<file path="config.mk">
export PLATFORM = sky130hd
export DESIGN_NAME = db9md_pad_scanner
export DESIGN_NICKNAME = d
export VERILOG_FILES = /design/src/rtl/db9md_pad_scanner.sv
export SDC_FILE = /design/constraint.sdc
export NUM_CORES = 1
export LEC_CHECK = 0
export ABC_CLOCK_PERIOD_IN_PS = 2600
export CAP_MARGIN = 20
export CELL_PAD_IN_SITES_DETAIL_PLACEMENT = 0
export CELL_PAD_IN_SITES_GLOBAL_PLACEMENT = 1
export CORE_MARGIN = 10
export CORE_UTILIZATION = 42
export CTS_CLUSTER_DIAMETER = 200
export DETAILED_ROUTE_END_ITERATION = 16
export GPL_ROUTABILITY_DRIVEN = 0
export PLACE_DENSITY_LB_ADDON = 0.08
export SYNTH_ARGS = -nofsm -noshare
export SYNTH_HDL_FRONTEND = slang
export SYNTH_SLANG_ARGS = --single-unit
export TNS_END_PERCENT = 20
</file>
<file path="constraint.sdc">
create_clock -name clk -period 2.6 [get_ports clk]
set_input_delay 0.52 -clock clk [delete_from_list [all_inputs] [get_ports clk]]
set_output_delay 0.52 -clock clk [all_outputs]
set_load 0.02 [all_outputs]
</file>
<file path="src/rtl/db9md_pad_scanner.sv">
// Two-player Mega Drive 3/6-button pad scanner over a shared DB9 port.
// Walks the pad select sequence per player and commits decoded words atomically.
module db9md_pad_scanner #(
  parameter int unsigned PHASE_CYCLES  = 48,
  parameter int unsigned SETTLE_CYCLES = 96,
  parameter int unsigned POLL_CYCLES   = 36000
) (
  input  logic        clk,
  input  logic        reset_n,
  input  logic [5:0]  joy_in,
  output logic        joy_mdsel,
  output logic        joy_split,
  output logic [15:0] joystick1,
  output logic [15:0] joystick2,
  output logic        scan_done
);

  localparam int unsigned CNT_A   = (PHASE_CYCLES > SETTLE_CYCLES) ? PHASE_CYCLES : SETTLE_CYCLES;
  localparam int unsigned CNT_MAX = (CNT_A > POLL_CYCLES) ? CNT_A : POLL_CYCLES;
  localparam int unsigned CW      = $clog2(CNT_MAX + 1);

  typedef enum logic [2:0] {
    S_IDLE,
    S_SETTLE,
    S_PHASE,
    S_COMMIT,
    S_DONE
  } state_t;

  state_t        state_q, state_d;
  logic [CW-1:0] cnt_q, cnt_d;
  logic [2:0]    phase_q, phase_d;
  logic          split_d;
  logic [5:0]    sync1_q, sync2_q;
  logic [11:0]   shadow_q;
  logic          conn_q, six_q;
  logic          sample;
  logic [15:0]   word;

  always_comb begin
    state_d = state_q;
    cnt_d   = cnt_q;
    phase_d = phase_q;
    split_d = joy_split;
    case (state_q)
      S_IDLE: begin
        if (cnt_q == CW'(POLL_CYCLES - 1)) begin
          state_d = S_SETTLE;
          cnt_d   = '0;
          split_d = 1'b0;
        end else begin
          cnt_d = cnt_q + 1'b1;
        end
      end
      S_SETTLE: begin
        if (cnt_q == CW'(SETTLE_CYCLES - 1)) begin
          state_d = S_PHASE;
          cnt_d   = '0;
          phase_d = '0;
        end else begin
          cnt_d = cnt_q + 1'b1;
        end
      end
      S_PHASE: begin
        if (cnt_q == CW'(PHASE_CYCLES - 1)) begin
          cnt_d = '0;
          if (phase_q == 3'd7) state_d = S_COMMIT;
          else                 phase_d = phase_q + 3'd1;
        end else begin
          cnt_d = cnt_q + 1'b1;
        end
      end
      S_COMMIT: begin
        cnt_d = '0;
        if (!joy_split) begin
          split_d = 1'b1;
          state_d = S_SETTLE;
        end else begin
          split_d = 1'b0;
          state_d = S_DONE;
        end
      end
      S_DONE: begin
        state_d = S_IDLE;
        cnt_d   = '0;
        split_d = 1'b0;
      end
      default: begin
        state_d = S_IDLE;
        cnt_d   = '0;
        phase_d = '0;
        split_d = 1'b0;
      end
    endcase
  end

  assign sample = (state_q == S_PHASE) && (cnt_q == CW'(PHASE_CYCLES - 1));
  // Extended buttons only count when the pad identified itself as 6-button.
  assign word = conn_q ? {4'h0, (six_q ? shadow_q[11:8] : 4'h0), shadow_q[7:0]} : '0;

  always_ff @(posedge clk or negedge reset_n) begin
    if (!reset_n) begin
      state_q   <= S_IDLE;
      cnt_q     <= '0;
      phase_q   <= '0;
      joy_mdsel <= 1'b1;
      joy_split <= 1'b0;
      scan_done <= 1'b0;
    end else begin
      state_q   <= state_d;
      cnt_q     <= cnt_d;
      phase_q   <= phase_d;
      joy_mdsel <= (state_d == S_PHASE) ? ~phase_d[0] : 1'b1;
      joy_split <= split_d;
      scan_done <= (state_d == S_DONE);
    end
  end

  always_ff @(posedge clk or negedge reset_n) begin
    if (!reset_n) begin
      sync1_q   <= '1;
      sync2_q   <= '1;
      shadow_q  <= '0;
      conn_q    <= 1'b0;
      six_q     <= 1'b0;
      joystick1 <= '0;
      joystick2 <= '0;
    end else begin
      sync1_q <= joy_in;
      sync2_q <= sync1_q;
      if (state_q == S_COMMIT) begin
        if (!joy_split) joystick1 <= word;
        else            joystick2 <= word;
      end
      if (state_d == S_SETTLE && state_q != S_SETTLE) begin
        shadow_q <= '0;
        conn_q   <= 1'b0;
        six_q    <= 1'b0;
      end else if (sample) begin
        case (phase_q)
          3'd0: shadow_q[5:0] <= {~sync2_q[5], ~sync2_q[4], ~sync2_q[0], ~sync2_q[1],
                                  ~sync2_q[2], ~sync2_q[3]};
          3'd1: begin
            shadow_q[7:6] <= ~sync2_q[5:4];
            conn_q        <= (sync2_q[3:2] == 2'b00);
          end
          3'd5: six_q <= (sync2_q[3:0] == 4'b0000);
          3'd6: if (six_q) shadow_q[11:8] <= {~sync2_q[0], ~sync2_q[1], ~sync2_q[2], ~sync2_q[3]};
          default: ;
        endcase
      end
    end
  end

endmodule

</file>
==> key figures <==
Synthesis
  • Post-synth EDFFs: 0
  • Synth Area in Compound Gates: 7.78%
  • Simple-Gate Fraction of Synth Area: 21.1%
  • Area share of fa/ha/maj cells after synthesis: 2.33%
  • Synth Register Bits: 75
  • Synth area leaders: dfrtp_1, dfstp_2, nand2_1, o21ai_0, nor2_1
  • Syn_area_per_cell: 10.3 µm²
  • XOR/XNOR Fraction of Synth Area: 3.81%
  • Main flop type after synthesis: dfrtp_1
  • Synthesis Warnings: 0
  • Synth area leader: dfrtp_1
  • Mapped Cells: 311
  • Multiplexer share of the synthesized area: 1.87%
  • Synth unique cells: 42
  • Top-area cell type share of the netlist area: 48.2%
  • Register area share after synthesis: 58.8%
  • Mapped Area: 0.00322 mm²
  • Post-synth ARST share: 100%
  • Largest family of logic cells by synthesized area: simple AND/OR/NAND/NOR gates

Power
  • Worst VDD drop: 0.268 mV
  • Overall power: 2.02 mW
  • P per Cell Area: 521 mW/mm²
  • Leak: 1.74 nW

Route
  • Routed vias: 2219
  • Vias per cell: 4.83
  • DRT Pass-1 Iters: 4
  • Routed WL: 6.35 mm
  • # DRC: 0
  • Routed Antenna Nets: 0
  • Initial DRC count: 72
  • Routed wire length per instance: 13.8 µm

Status
  • Status: complete, no violations

Placement
  • Placed cell count: 443
  • DP HPWL: 4.62 mm
  • Place WS: 0.181 ns
  • I/O Buffers: 34
  • DP Area: 0.00371 mm²

Die
  • Ports: 43
  • Die area: 0.0116 mm²
  • Row count: 31
  • Die Width: 108 µm
  • Die Y: 108 µm
  • Starting Density: 43.9%
  • Core Region: 0.00733 mm²

Cells and area
  • Post-Layout Cell Count: 459
  • Fill cells: 692
  • Share of cells above drive strength 1: 11.9%
  • Layout area overhead: 20.5%
  • Final nets: 369
  • Final Util: 52.9%
  • Design Area, Final: 0.00388 mm²
  • # diodes: 0

Timing
  • Post-route clock period utilization: 93.4%
  • Slew Limit Headroom: 59.2%
  • Worst-Margin Slew: 0.607 ns
  • Post-route minimum period: 2.43 ns
  • Max Freq: 0.412 GHz
  • Fin. max-slew vios: 0
  • WHS: 0.129 ns
  • Setup total negative slack: 0 ns
  • Worst setup margin: 0.171 ns
  • Final setup viols: 0
  • RSZ-0062 raised after global routing: no
  • Final Hold Violating Endpoints: 0
  • Skew final: 0.0124 ns

Critical path
  • Critical path endpoint category: flip-flop
  • CP Class: reg -> reg
  • WP data arrival: 2.70 ns
  • Startpoint types: flip-flop
  • Crit Path Max Fanout: 10
  • WP data required: 2.87 ns

GRT
  • Initial antenna violation count: 0
  • First-pass GRT wire length: 10.8 mm
  • Largest net degree at the start of global routing: 41
  • Number of global-route vias before repair: 2177
  • Total GRT Usage: 11.5%
  • Total grt overflow: 0

Flow run
  • Max-cap violations: 0

Clock network
  • Clock sinks: 75
  • Clock transition at the registers of the reported paths: 0.08 ns
  • Clock Latency Late Sink: 0.34 ns
  • Total CTS buffers: 9
  • H-tree Lvls: 3
  • Hold buffer count at cts: 0
  • CTS tree: built
  • Setup bufs post-CTS: 0
  • Root Driver: clkbuf_8
  • CTS Buffer Depth: 2
  • Cts repair resizes: 0

Worst hold path
  • Worst hold path class: in -> async
[layout by cell type (no fill, tap or decap), types with 9 or more instances in the layout]
cell              n
nor2_1           29
buf_4             9
o21ai_0          25
a21oi_1          10
clkdlybuf4s50_1  33
nand3_1          11
nand2_1          53
dfstp_2          13
dfrtp_1          62
inv_1             9
clkbuf_8          9
[final timing paths]
path	end	start	depth (start not counted)	slack [ns]
max	shadow_q[3]	cnt_q[0]	7	0.17
min	state_q[2]	reset_n	1	0.13
max reg2reg	shadow_q[3]	cnt_q[0]	7	0.17
min reg2reg	sync2_q[0]	sync1_q[0]	0	0.36
max in group asynchronous	sync2_q[2]	reset_n	2	1.84
min in group clk	sync2_q[0]	sync1_q[0]	0	0.36
[logic make-up (layout without fill, tap and decap cells)]
kind of cell,after synthesis,after routing
buf+inv,27,69
compound gates,44,44
mux,6,6
fa+ha+maj,6,6
other cells,1,8
xor+xnor,14,14
simple gates,138,138
flops,75,75
[per-layer routing]
metal  GRT usage, %  vias up  share of wire (%)
met1           16.1     1053                 52
met5              0        -                  0
met4           5.44        0               0.76
met3           2.87        4                4.8
li1               -     1125                  -
met2           16.0       37                 43
[flip-flops by register name, indices dropped and copies added (netlist names)]
signal	flops
joystick1	12
joy_mdsel	1
cnt_q	16
conn_q	1
six_q	1
joystick2	12
state_q	3
joy_split	1
shadow_q	12
phase_q	3
sync1_q	6
scan_done	1
sync2_q	6
[synth_stat cells (all sizes together), types with 2 or more instances]
cell    instances
nand2          53
a21oi          10
nand3          11
ha              6
or2             9
xnor2           6
nand4b          3
dfrtp          62
nor2b           3
nand4           4
nand2b          3
and3            3
buf             9
clkbuf          9
or3             3
xor2            8
inv             9
dfstp          13
nand3b          2
nor3            5
nor4            6
mux2i           6
o21ai          26
nor2           29
[critical path, cell delays in order, from the launching register on]
cell and delay (ns):
dfrtp_1 0.39, ha_1 0.24, or4b_1 0.54, nor4_4 0.29
buf_4 0.19, nand4b_2 0.25, or2_0 0.30, a21oi_1 0.15
[power breakdown]
part | switching (mW) | internal (mW) | leakage, nW
sequential | 0.00487 | 1.18 | 0.989
combinational | 0.0350 | 0.0124 | 0.672
clock | 0.440 | 0.346 | 0.0822
total | 0.479 | 1.54 | 1.74
[final cells by class]
type | count | area (µm²) | area share, %
multi-input combinational | 216 | 1220 | 31.4
sequential | 75 | 1890 | 48.8
clock inverter | 6 | 42.5 | 1.10
inverter | 9 | 33.8 | 0.872
tap | 99 | 124 | 3.20
clock buffer | 10 | 128 | 3.29
timing repair buffer | 44 | 438 | 11.3
Note: power is estimated with default switching activity, not from simulation.
